$ cat src/rtl/quad_gpio_blink.sv
// LED conditioning stage behind quad_gpio: per-channel pass / blink / pulse / inverted mux
// with a shared prescaled tick and a Wishbone config port. Pulse mode exists only with QUAD_BLINK_PULSE_EN.

module quad_gpio_blink_lane (
  input  logic       clk,
  input  logic       rst_n,
  input  logic [1:0] mode,
  input  logic [1:0] mode_nx,
  input  logic       gpio,
  input  logic       rise,
  input  logic       tick,
  input  logic       phase,
  input  logic [7:0] pulse_len,
  output logic       led,
  output logic       active
);
`ifdef QUAD_BLINK_PULSE_EN
  logic [7:0] cnt;

  // Keyed on the post-write mode so leaving pulse mode clears the count on the ack edge.
  always_ff @(posedge clk or negedge rst_n)
    if (!rst_n)                   cnt <= '0;
    else if (mode_nx != 2'b10)    cnt <= '0;
    else if (rise)                cnt <= pulse_len;
    else if (tick && cnt != '0)   cnt <= cnt - 8'd1;

  assign active = (cnt != '0);
`else
  logic unused_lane;
  assign unused_lane = ^{clk, rst_n, mode_nx, rise, tick, pulse_len};
  assign active      = 1'b0;
`endif

  always_comb begin
    led = gpio;
    case (mode)
      2'b01:   led = gpio & phase;
`ifdef QUAD_BLINK_PULSE_EN
      2'b10:   led = active;
`endif
      2'b11:   led = ~gpio;
      default: led = gpio;
    endcase
  end
endmodule

module quad_gpio_blink #(
  parameter int                    CHANNELS     = 8,
  parameter int                    PRESCALE_W   = 24,
  parameter logic [PRESCALE_W-1:0] PRESCALE_RST = 24'd999
) (
  input  logic                i_clk,
  input  logic                i_rst_n,
  input  logic [31:0]         i_wb_addr,
  input  logic [31:0]         i_wb_dat,
  input  logic                i_wb_we,
  input  logic                i_wb_cyc,
  output logic [31:0]         o_wb_dat,
  output logic                o_wb_ack,
  input  logic [CHANNELS-1:0] i_gpio,
  output logic [CHANNELS-1:0] o_led
);
  logic [CHANNELS-1:0][1:0] mode_q, mode_nx;
  logic [PRESCALE_W-1:0]    prescale_q, pre_cnt;
  logic [7:0]               blink_half_q, blink_cnt, pulse_len_q;
  logic [CHANNELS-1:0]      gpio_q, gpio_prev, rise, active;
  logic                     phase, tick, wb_acc, wr;
  logic [1:0]               sel;
  logic [31:0]              rdata;
  logic                     unused_top;

  assign unused_top = ^{i_wb_addr[31:4], i_wb_addr[1:0], i_wb_dat[31:PRESCALE_W]};

  // A new access is taken only while ack is low, giving one access per two clocks.
  assign wb_acc  = i_wb_cyc & ~o_wb_ack;
  assign wr      = wb_acc & i_wb_we;
  assign sel     = i_wb_addr[3:2];
  assign mode_nx = (wr && sel == 2'd0) ? i_wb_dat[2*CHANNELS-1:0] : mode_q;
  assign tick    = (pre_cnt == '0) && !(wr && sel == 2'd1);
  assign rise    = gpio_q & ~gpio_prev;

  always_comb begin
    rdata = '0;
    case (sel)
      2'd0:    rdata[2*CHANNELS-1:0] = mode_q;
      2'd1:    rdata[PRESCALE_W-1:0] = prescale_q;
      2'd2:    rdata[15:0]           = {pulse_len_q, blink_half_q};
      default: rdata[2*CHANNELS-1:0] = {o_led, active};
    endcase
  end

  always_ff @(posedge i_clk or negedge i_rst_n)
    if (!i_rst_n) begin
      o_wb_ack     <= 1'b0;
      o_wb_dat     <= '0;
      mode_q       <= '0;
      prescale_q   <= PRESCALE_RST;
      blink_half_q <= '0;
    end else begin
      o_wb_ack <= wb_acc;
      o_wb_dat <= wb_acc ? rdata : '0;
      mode_q   <= mode_nx;
      if (wr && sel == 2'd1) prescale_q   <= i_wb_dat[PRESCALE_W-1:0];
      if (wr && sel == 2'd2) blink_half_q <= i_wb_dat[7:0];
    end

`ifdef QUAD_BLINK_PULSE_EN
  always_ff @(posedge i_clk or negedge i_rst_n)
    if (!i_rst_n)              pulse_len_q <= '0;
    else if (wr && sel == 2'd2) pulse_len_q <= i_wb_dat[15:8];
`else
  assign pulse_len_q = '0;
`endif

  always_ff @(posedge i_clk or negedge i_rst_n)
    if (!i_rst_n) begin
      gpio_q    <= '0;
      gpio_prev <= '0;
    end else begin
      gpio_q    <= i_gpio;
      gpio_prev <= gpio_q;
    end

  // Prescaler: a PRESCALE write restarts the count and suppresses that edge's tick.
  always_ff @(posedge i_clk or negedge i_rst_n)
    if (!i_rst_n)                pre_cnt <= '0;
    else if (wr && sel == 2'd1)  pre_cnt <= i_wb_dat[PRESCALE_W-1:0];
    else if (pre_cnt == '0)      pre_cnt <= prescale_q;
    else                         pre_cnt <= pre_cnt - PRESCALE_W'(1);

  always_ff @(posedge i_clk or negedge i_rst_n)
    if (!i_rst_n) begin
      blink_cnt <= '0;
      phase     <= 1'b0;
    end else if (tick) begin
      if (blink_cnt == '0) begin
        blink_cnt <= blink_half_q;
        phase     <= ~phase;
      end else begin
        blink_cnt <= blink_cnt - 8'd1;
      end
    end

  for (genvar i = 0; i < CHANNELS; i++) begin : g_lane
    quad_gpio_blink_lane u_lane (
      .clk       (i_clk),
      .rst_n     (i_rst_n),
      .mode      (mode_q[i]),
      .mode_nx   (mode_nx[i]),
      .gpio      (gpio_q[i]),
      .rise      (rise[i]),
      .tick      (tick),
      .phase     (phase),
      .pulse_len (pulse_len_q),
      .led       (o_led[i]),
      .active    (active[i])
    );
  end
endmodule

$ cat config.mk
export PLATFORM = sky130hd
export DESIGN_NAME = quad_gpio_blink
export DESIGN_NICKNAME = d
export VERILOG_FILES = /design/src/rtl/quad_gpio_blink.sv
export SDC_FILE = /design/constraint.sdc
export NUM_CORES = 1
export LEC_CHECK = 0
export BUFFER_PORTS_ARGS = -buffer_cell sky130_fd_sc_hd__buf_2
export CAP_MARGIN = 20
export CORE_MARGIN = 2
export CORE_UTILIZATION = 40
export CTS_CLUSTER_DIAMETER = 100
export DETAILED_ROUTE_END_ITERATION = 10
export GPL_ROUTABILITY_DRIVEN = 1
export MAX_ROUTING_LAYER = met4
export RECOVER_POWER = 25
export SLEW_MARGIN = 20
export SYNTH_ARGS = -nofsm -noshare
export SYNTH_HDL_FRONTEND = slang
export SYNTH_HIERARCHICAL = 1
export SYNTH_SLANG_ARGS = --single-unit
$ cat constraint.sdc
create_clock -name i_clk -period 2.2 [get_ports i_clk]
set_input_delay 0.11 -clock i_clk [delete_from_list [all_inputs] [get_ports i_clk]]
set_output_delay 0.11 -clock i_clk [all_outputs]
set_load 0.1 [all_outputs]
# After elaboration in Yosys (flattened, before gate mapping)
# Cells that the tools add are included.
# word_totals
reg_bits,114
in_bits,76
out_inout_bits,41
wordCells,79
# op_classes
addsub,2
eq_ne,18
mux,14
bitwise,20
reduce_logical,9
# op_table
op,n
24-bit two-way mux,3
16-bit case mux with 3 select lines,1
24-bit zero test,1
"24-bit by 1-bit subtractor with 24-bit output, second input constant",1
"2-bit by 1-bit equality test with 1-bit output, second input constant",9
"2-bit equality test, second input constant",9
8-bit two-way mux,2
1-bit case mux with 2 select lines,8
1-bit bitwise AND,10
1-bit inverter,10
8-bit zero test,1
"8-bit by 1-bit subtractor with 8-bit output, second input constant",1
1-bit logical AND,4
2-bit zero test,1
2-bit AND reduction,1
1-bit zero test,1

# Depth between registers and ports, before layout
# Gate-level depths: netlist (run 1).
# depth
ltp_word,7
depth_mapped,9

# Modules after synthesis
# Netlist (run 1), hierarchy kept.
# by_module_without_submodules
module,n_inst,cells_per_inst,area_per_inst_um2
quad_gpio_blink,1,516,5590.4
quad_gpio_blink_lane,8,7,35.0

# Worst setup path before layout (run 1)
# Ideal clock, no wire load.
# synth_path
path_type,register to register
start,register o_wb_ack
end,register mode_q[10] (netlist bit)
setup_ps,125
t_arrival_ps,2263
slack_ps,-188
path_stages_with_launch,8
n_path_buf,2
synth_period_minus_slack_ps,2388
cell_sequence,dfrtp_1 > nand2b_1 > clkbuf_1 > inv_1 > nand2_1 > nor3_2 > buf_2 > mux2_2
# synth_between
elab_chain_len,4
# synth_rtl
element,line_no,rtl
"start, declared",59,"output logic o_wb_ack,"
"start signal, assigned",100,o_wb_ack <= wb_acc;
1-bit inverter,75,assign wb_acc = i_wb_cyc & ~o_wb_ack;
1-bit bitwise AND,75,
1-bit bitwise AND,76,assign wr = wb_acc & i_wb_we;
1-bit logical AND,78,assign mode_nx = (wr && sel == 2'd0) ? i_wb_dat[2*CHANNELS-1:0] : mode_q;
"end signal, assigned",102,mode_q <= mode_nx;
"end, declared",63,"logic [CHANNELS-1:0][1:0] mode_q, mode_nx;"
# No other way between the ends.
# A chain may end at the register's enable or synchronous reset.

# Final worst setup path (run 1)
# layout_path
start,register pre_cnt[10]
end,register pre_cnt[20]
# layout_between
elab_chain_len,3
elab_cells_between_ends,4
# layout_rtl
element,line_no,rtl
"start, declared",64,"logic [PRESCALE_W-1:0] prescale_q, pre_cnt;"
"start signal, assigned",127,else if (wr && sel == 2'd1) pre_cnt <= i_wb_dat[PRESCALE_W-1:0];
"start signal, assigned",128,else if (pre_cnt == '0) pre_cnt <= prescale_q;
"start signal, assigned",129,else pre_cnt <= pre_cnt - PRESCALE_W'(1);
24-bit by 1-bit subtractor with 24-bit output or 24-bit zero test (tied branches),"129, 128",
24-bit two-way mux *,128,
24-bit two-way mux *,127,
# Every way passes the cells marked *; elsewhere a longest branch is shown, timed or not.

==> results of run 1 <==
[stage by stage]
| stage | utilization, % | total power (uW) | setup TNS, ps | hold slack [ps] |
|---|---|---|---|---|
| after floorplan | - | 4340 | 0 | -186 |
| after global placement | 45.7 | 4850 | 0 | 125 |
| after detailed placement | 45.7 | 4920 | 0 | 127 |
| after CTS | 52.8 | 7980 | 0 | 157 |
| after global routing | 53.4 | 8400 | -454 | 175 |
| final | 53.4 | 7990 | 0 | 156 |
[where the power goes]
group	switching, uW	internal (uW)	leakage [uW]	total (uW)
Combinational	1240	810	0.00179	2050
Clock	993	1980	0.000309	2980
Sequential	426	2540	0.00142	2960
[registers in the layout, indices dropped and copies added (netlist names)]
signal        count
o_wb_ack          1
o_wb_dat         24
phase             1
mode_q           16
blink_cnt         8
gpio_q            8
prescale_q       24
blink_half_q      8
pre_cnt          24
[cell type report]
class                   count  share of cell area, %
clock inverters            12                   2.42
inverters                  18                  0.915
multi-input cells         390                   33.7
well taps                 180                   3.05
flip-flops and latches    114                   38.8
repair buffers            152                   14.8
clock buffers              20                   6.32
[repair_timing]
action	4_1_cts	5_1_grt
endpoints found under the hold margin	110	0
gates resized for setup	0	17
hold buffers	33	0
endpoints found under the setup margin	0	22
buffers inserted	0	7
[worst max-delay path, stage by stage (launching register included)]
cell     delay [ps]
dfrtp_1         410
or4_4           560
nor4_4          260
nand4_1         210
buf_4           200
buf_2           160
and3_1          150
o21ai_0         140
[worst paths after layout]
path,start,to,cells after the start
worst max-delay path,pre_cnt[10]$_DFF_PN0_,pre_cnt[20]$_DFF_PN0_,7
worst min-delay path,i_wb_cyc,o_wb_dat[14]$_DFF_PN0_,4
worst max register to register,pre_cnt[10]$_DFF_PN0_,pre_cnt[20]$_DFF_PN0_,7
worst min register to register,prescale_q[2]$_DFFE_PN1P_,prescale_q[2]$_DFFE_PN1P_,2
max in group asynchronous,i_rst_n,prescale_q[1]$_DFFE_PN1P_,3
min in group asynchronous,i_rst_n,prescale_q[18]$_DFFE_PN0P_,2
[layer usage]
layer  global-route usage [%]  wire length, microns
met1                     25.9                  6400
met2                     31.7                  6540
met3                     4.69                   700
met4                     9.12                   282
met5                        -                     0
==> metrics, run 1 <==
class of the worst hold path=primary input to flop; Core Region=13800 sq um; DPL Wire Length=9670 microns; via density per instance=5.11; Max Buffers Root-to-Sink=2; Max Cap Viol=0; n_diodes=0; commonest non-fill, non-tap cells in the layout=104 x dfrtp_1, 97 x nand2_1, 70 x buf_2, 42 x buf_4, 33 x dlygate4sd3_1; Placed Cells=812; largest net degree at the start of global routing=41; Synth Warn #=6; global route overflow=0; Layout Nets=773; Die Wd=123 microns; setup slack, reg-to-reg=30 ps; clk slew on worst S/H paths=60 ps; DR DRC count=0; fin worst setup slack=26.6 ps; cells after synthesis=556; final worst-path cycle share=98.8%; GRT Total Usage=20.5%; Final Cell Area=7380 sq um; CP max FO=5; Area Growth Syn to Fin=31.3%; layout cells sized above 1=29.6%; Die Y=123 microns; vias=4528; Post-Route WL=13900 microns; Slew Viols, Final=0; Final GP Congestion=0.830; RSZ-0062 raised after global routing=true; PwrDens=1080 nW/um^2; Leak Pwr=0.00352 uW; H-tree Lvls=4; CP required=2540 ps; # fillers=1224; synthesized area per cell=10.1 sq um; First DRT Iteration DRCs=250; Fin. Hold Viols=0; wire length of the first global-routing pass=22700 microns; clk_skew=10.3 ps; vias in the first global route=4650; commonest non-fill, non-tap cell in the layout=dfrtp_1; fmax=0.460 GHz; CTS tree=yes; post-place setup slack=46.4 ps; area of the multi-input gates=2490 sq um; Finished Layout Cells=886; die area=15000 sq um; worst vdd ir=0.000600 V; Detail Route Antenna Nets=0; Max-slew headroom=31.8%; Final min period=2170 ps; initial antenna violation count=0; # IOs=117; Post-DP Area=6320 sq um; WL per Instance=15.7 microns; TritonRoute pass-1 iters=4; total clock sinks=114; worst endpoint data arrival time=2510 ps; Critical Path Start Type=flop; Clock Latency Late Sink=420 ps; Mapped Area=5620 sq um; starting density of the core=40.6%; CTS buffer count=17; number of port buffers=70; crit path kind=flop to flop; cell row count=43; Root Buffer=clkbuf_16; crit end category=flop; Final Setup Violations=0; Least-Margin Pin Slew=1020 ps; outcome=finished, final reports clean; register area=2870 sq um
Note: power is estimated with default switching activity, not from simulation.
==> run 2, diff against run 1 <==
Settings changed: REMOVE_ABC_BUFFERS set to 1.
==> run 2 against run 1 <==
Against the previous run:
- clock skew increased by 2.5 ps
- clock power decreased by 3%
- first-iteration DRC count increased by 0.80%
- critical path depth decreased by 1
- flip-flop and latch count unchanged
- total power decreased by 1.8%
- routed wire length increased by 0.27%
- register-to-register slack about the same
- the flow now finishes with violations (max-capacitance violations, max-slew violations)
- non-clock buffer count decreased by 10
- critical endpoint is now pre_cnt[1]$_DFF_PN0_
- combinational power decreased by 3%
- count of clock-buffer cells in the layout increased by 1
- global-route usage decreased by 0.21 points
==> metrics, run 2 (synthesis gave the netlist of run 1 again) <==
die area=15000 sq um; Clk pwr share=37.0%; # IOs=117; total clock sinks=114; Max Cap Viol=1; Seq pwr share=37.7%; commonest non-fill, non-tap cell in the layout=dfrtp_1; GRT Total Usage=20.3%; setup TNS=0 ps; worst hold margin=179 ps; area of the multi-input gates=2500 sq um; cell row count=43; vias=4510; n_diodes=0; Fin. Hold Viols=0; Largest regs=o_wb_dat: 24 flops, pre_cnt: 24 flops, prescale_q: 24 flops; CTS tree=yes; Die Y=123 microns; fmax=0.460 GHz; Placed Cells=808; Sw Ratio=33.0%; largest net degree at the start of global routing=115; crit path kind=flop to flop; global route overflow=0; worst vdd ir=0.000569 V; Post-Route WL=14000 microns; Clock Latency Late Sink=420 ps; CP max FO=6; Final GP Congestion=0.879; Die Wd=123 microns; via density per instance=5.15; outcome=complete, but fails checks; CTS buffer count=17; Post-DP Area=6260 sq um; First DRT Iteration DRCs=252; failing checks=max-capacitance violations, max-slew violations; register area=2860 sq um; Detail Route Antenna Nets=0; Finished Layout Cells=876; vias in the first global route=4487; Psw=2590 uW; number of port buffers=70; TritonRoute pass-1 iters=4; Root Buffer=clkbuf_16; Final Setup Violations=0; final worst-path cycle share=98.7%; Final Cell Area=7260 sq um; Leak Pwr=0.00345 uW; Layout Nets=763; WL per Instance=15.9 microns; combinational share of power=25.3%; worst endpoint data arrival time=2500 ps; DPL Wire Length=9320 microns; P_int=5250 uW; Tot Pwr=7840 uW; PwrDens=1080 nW/um^2; starting density of the core=40.6%; Area Growth Syn to Fin=29.1%; Final min period=2170 ps; clk slew on worst S/H paths=60 ps; Critical Path Start Type=flop; Max-slew headroom=-3.36%; DR DRC count=0; layout cells sized above 1=28.6%; clk_skew=12.8 ps; # fillers=1256; commonest non-fill, non-tap cells in the layout=105 x dfrtp_1, 97 x nand2_1, 69 x buf_2, 37 x buf_4, 33 x dlygate4sd3_1; H-tree Lvls=4; CP required=2530 ps; class of the worst hold path=primary input to flop; initial antenna violation count=0; Least-Margin Pin Slew=1550 ps; RSZ-0062 raised after global routing=true; wire length of the first global-routing pass=22700 microns; crit end category=flop; Core Region=13800 sq um; Max Buffers Root-to-Sink=2; Slew Viols, Final=115
run 2: what timing repair did:
item,in CTS,in global routing
pin swaps,0,4
gates cloned,0,1
gates resized for setup,1,15
endpoints found under the hold margin,184,0
setup endpoints to repair,2,26
setup buffers,0,2
hold buffers,33,0
run 2: power by group through the flow:
stage	clock (uW)	combinational [uW]	sequential (uW)
after floorplan	0	1180	3110
after global placement	0	1870	2950
after detailed placement	0	1910	2970
after CTS	2940	1960	2940
after global routing	3050	2180	3030
final	2900	1990	2960
run 2: final timing paths:
path                                                   to  cells after the start                      start  slack, ps
worst max-delay path                 pre_cnt[1]$_DFF_PN0_                      6      pre_cnt[12]$_DFF_PN0_         30
worst min-delay path               o_wb_dat[12]$_DFF_PN0_                      4                   i_wb_cyc        180
max in group asynchronous           pre_cnt[10]$_DFF_PN0_                      3                    i_rst_n        370
min in group asynchronous          o_wb_dat[21]$_DFF_PN0_                      3                    i_rst_n        750
worst min register to register  prescale_q[7]$_DFFE_PN1P_                      2  prescale_q[7]$_DFFE_PN1P_        470
worst max register to register       pre_cnt[1]$_DFF_PN0_                      6      pre_cnt[12]$_DFF_PN0_         30
run 2: worst max-delay path: stages (launching register included):
cell	delay, ps
dfrtp_1	400
or4_4	590
nor4_4	270
nand4_1	260
buf_6	230
and2_4	140
o31ai_2	200
run 2: metrics by stage:
step                util [%]  worst slack (ps)
CTS                     52.2              15.0
global placement        45.3              43.6
floorplan                  -              -758
global route            52.5             -58.2
detailed placement      45.3             -9.47
finish                  52.5              27.9
run 2: cell type report:
class,instances,share of cell area [%]
Timing Repair Buffer,142,13.5
Inverter,18,0.931
Tap cell,180,3.10
Clock inverter,11,2.21
Clock buffer,21,6.34
Sequential cell,114,39.5
Multi-Input combinational cell,390,34.5
run 2: layer usage:
layer  global-route usage, %  share of wire, %  up-vias
li1                        -                 -     2154
met1                    26.2                47     2248
met2                    31.5                47       87
met3                    5.07               3.7       21
met4                    6.82               2.2        0
met5                       -                 0        -
==> run 3, diff against run 2 <==
Settings changed: SYNTH_HIERARCHICAL 1 to unset.
==> run 3 against run 2 <==
Against the previous run:
- the flow now finishes without violations
- clock power decreased by 7%
- critical path type unchanged
- combinational power about the same
- cell area decreased by 2.0%
- synthesized cell count increased by 2.9%
- worst setup slack improved by 89 ps
- largest power group unchanged
- maximum frequency increased by 4.3%
- hold slack got worse by 84 ps
==> metrics, run 3 <==
Finished Layout Cells=883; DPL Wire Length=9700 microns; global route overflow=0; synthesized area per cell=9.63 sq um; Final min period=2080 ps; crit end category=flop; Seq pwr share=38.0%; FFs w/ async S/R, synth=100%; Post-synth EDFFs=0; R2R depth=7; CP required=2540 ps; Post-Route WL=13800 microns; dominant synthesized flop cell=dfrtp_1; Placed Cells=814; crit path kind=flop to flop; Final Cell Area=7110 sq um; register area=2860 sq um; Die Wd=121 microns; wire length of the first global-routing pass=22700 microns; Area Growth Syn to Fin=29.1%; total clock sinks=114; commonest non-fill, non-tap cell in the layout=dfrtp_1; vias in the first global route=4575; Area contributors post-synth=dfrtp_1 48%, nand2_1 7.2%, mux2i_1 4.9%, o21ai_0 4.5%, dfstp_2 3.8%; CP bufs+invs=2; CTS tree=yes; cells after synthesis=572; largest net degree at the start of global routing=50; CP max FO=11; Final GP Congestion=0.838; final worst-path cycle share=94.7%; CP top delay family=simple AND/OR/NAND/NOR gates; CP Cell Sequence=or4_4 > nor3_4 > nand4_1 > buf_4 > nor2_1 > buf_4 > mux2i_1; end of the worst hold path=o_wb_ack$_DFF_PN0_; DR DRC count=0; number of port buffers=70; Critical Path Start Type=flop; Least-Margin Pin Slew=1310 ps; Critical R2R Capture=blink_cnt[1]$_DFFE_PN0N_; layout cells sized above 1=24.3%; class of the worst hold path=primary input to flop; First DRT Iteration DRCs=300; count of cell types in the netlist=53; commonest non-fill, non-tap cells in the layout=106 x dfrtp_1, 104 x nand2_1, 69 x buf_2, 50 x o21ai_0, 49 x nor2_1; Final Setup Violations=0; # IOs=117; fmax=0.480 GHz; Final Core Density=53.3%; Worst Min Path Start=i_wb_cyc; Tot Pwr=7600 uW; Max Cap Viol=0; setup slack, reg-to-reg=120 ps; Commonest cells post-synth=106 x dfrtp_1, 105 x nand2_1, 50 x o21ai_0, 49 x nor2_1, 27 x mux2i_1; register bit total from synthesis=114; WHS Path Cells=3; initial antenna violation count=0; Root Buffer=clkbuf_16; area of the multi-input gates=2410 sq um; combinational share of power=26.4%; WL per Instance=15.7 microns; cell row count=42; Leak Pwr=0.00348 uW; Die Y=121 microns; worst vdd ir=0.000646 V; RSZ-0062 raised after global routing=false; Psw=2520 uW; Core Region=13300 sq um; outcome=finished, final reports clean; H-tree Lvls=4; Clock Latency Late Sink=410 ps; Clk pwr share=35.6%; Synth Warn #=0; worst r2r src=pre_cnt[10]$_DFF_PN0_; P_int=5080 uW; Mapped Area=5510 sq um; clk slew on worst S/H paths=50 ps; clk_skew=8.85 ps; worst hold margin=94.6 ps; TritonRoute pass-1 iters=5; top-count cell post-synth=dfrtp_1; Max-slew headroom=12.9%; Post-DP Area=6150 sq um; # fillers=1225; vias=4513; sequential fraction of the synthesis area=52.0%; Slew Viols, Final=0; CTS buffer count=17; n_diodes=0; crit path max-delay cell type=or4_4; Largest regs=o_wb_dat: 24 flops, pre_cnt: 24 flops, prescale_q: 24 flops; most used cell, CP=buf_4; worst endpoint data arrival time=2420 ps; largest stage delay on the critical path=630 ps; GRT Total Usage=20.6%; Detail Route Antenna Nets=0; Layout Nets=774; die area=14700 sq um; PwrDens=1070 nW/um^2; top-area cell type share of the netlist area=48.1%; Fin. Hold Viols=0; Max Buffers Root-to-Sink=2; Yosys top cell by area=dfrtp_1; starting density of the core=41.3%; Sw Ratio=33.2%; via density per instance=5.11
==> run 3: cell types whose count changed in the layout (fill, tap and decap cells not counted), sizes merged, moves of 5 or more <==
cell    change
a21oi      +13
a31oi       -7
and2        -5
and3        +5
clkbuf      +6
conb        -8
mux2        -7
mux2i      +11
mux4        -8
nand2       +8
nor2       +16
nor4        -8
==> run 3: cells by family (layout without fill, tap and decap cells) <==
logic type | count (synthesis) | in the layout | synth area share (%)
AOI/OAI and AO/OA | 102 | 102 | 10.6
adders and majority gates | 4 | 4 | 0.909
and+or+nand+nor | 234 | 234 | 20.6
buffers and inverters | 59 | 187 | 5.31
muxes | 44 | 44 | 8.38
other | 1 | 8 | 0.0681
xor gates and xnor gates | 14 | 14 | 2.23
DFF | 114 | 114 | 52.0
==> run 3: tightest hold or removal path, delay by kind of cell <==
kind | cells | cell delay (ps)
buf+inv | 2 | 210
simple gates | 1 | 140
==> run 3: through the flow <==
step / setup TNS (ps) / worst slack [ps]
final: 0 / 117
after global routing: 0 / 3.53
after CTS: 0 / 4.77
after detailed placement: 0 / 17.8
after global placement: 0 / 38.1
after floorplan: -26240 / -786
==> run 3: layout make-up <==
class / instances / area share [%]
sequential: 114 / 40.2
clock inverter: 5 / 1.06
clock buffer: 27 / 7.21
timing repair buffer: 139 / 13.7
inverter: 16 / 0.844
tap: 176 / 3.10
multi-input combinational: 406 / 33.9
==> run 3: worst max path at each step <==
| stage | startpoint | slack, ps | to | cells past startpoint |
|---|---|---|---|---|
| floorplan | mode_q[9]$_DFFE_PN0P_ | -790 | o_wb_dat[12]$_DFF_PN0_ | 4 |
| global placement | pre_cnt[11]$_DFF_PN0_ | 40 | blink_cnt[1]$_DFFE_PN0N_ | 7 |
| detailed placement | pre_cnt[11]$_DFF_PN0_ | 20 | blink_cnt[7]$_DFFE_PN0N_ | 6 |
| CTS | pre_cnt[11]$_DFF_PN0_ | 5 | blink_cnt[1]$_DFFE_PN0N_ | 7 |
| global route | pre_cnt[10]$_DFF_PN0_ | 4 | blink_cnt[1]$_DFFE_PN0N_ | 7 |
| finish | pre_cnt[10]$_DFF_PN0_ | 120 | blink_cnt[1]$_DFFE_PN0N_ | 7 |
==> run 3: per-layer routing <==
layer	up-vias	part of all wire, %	GRT usage (%)
met4	0	1.4	8.19
met2	108	49	32.7
li1	2185	-	-
met5	-	0	-
met1	2204	46	26.1
met3	16	4.0	4.09
==> run 3: power by group through the flow <==
| stage | combinational (uW) | sequential [uW] | clock [uW] |
|---|---|---|---|
| floorplan | 1160 | 3050 | 0 |
| global placement | 1920 | 2880 | 0 |
| detailed placement | 1940 | 2900 | 0 |
| CTS | 2000 | 2870 | 2760 |
| global route | 2200 | 2940 | 2850 |
| finish | 2010 | 2890 | 2700 |
==> run 3: what timing repair did <==
action / CTS / global route
hold buffers: 33 / 0
gates resized for setup: 0 / 6
setup endpoints to repair: 0 / 22
buffers inserted: 0 / 4
endpoints found under the hold margin: 121 / 0
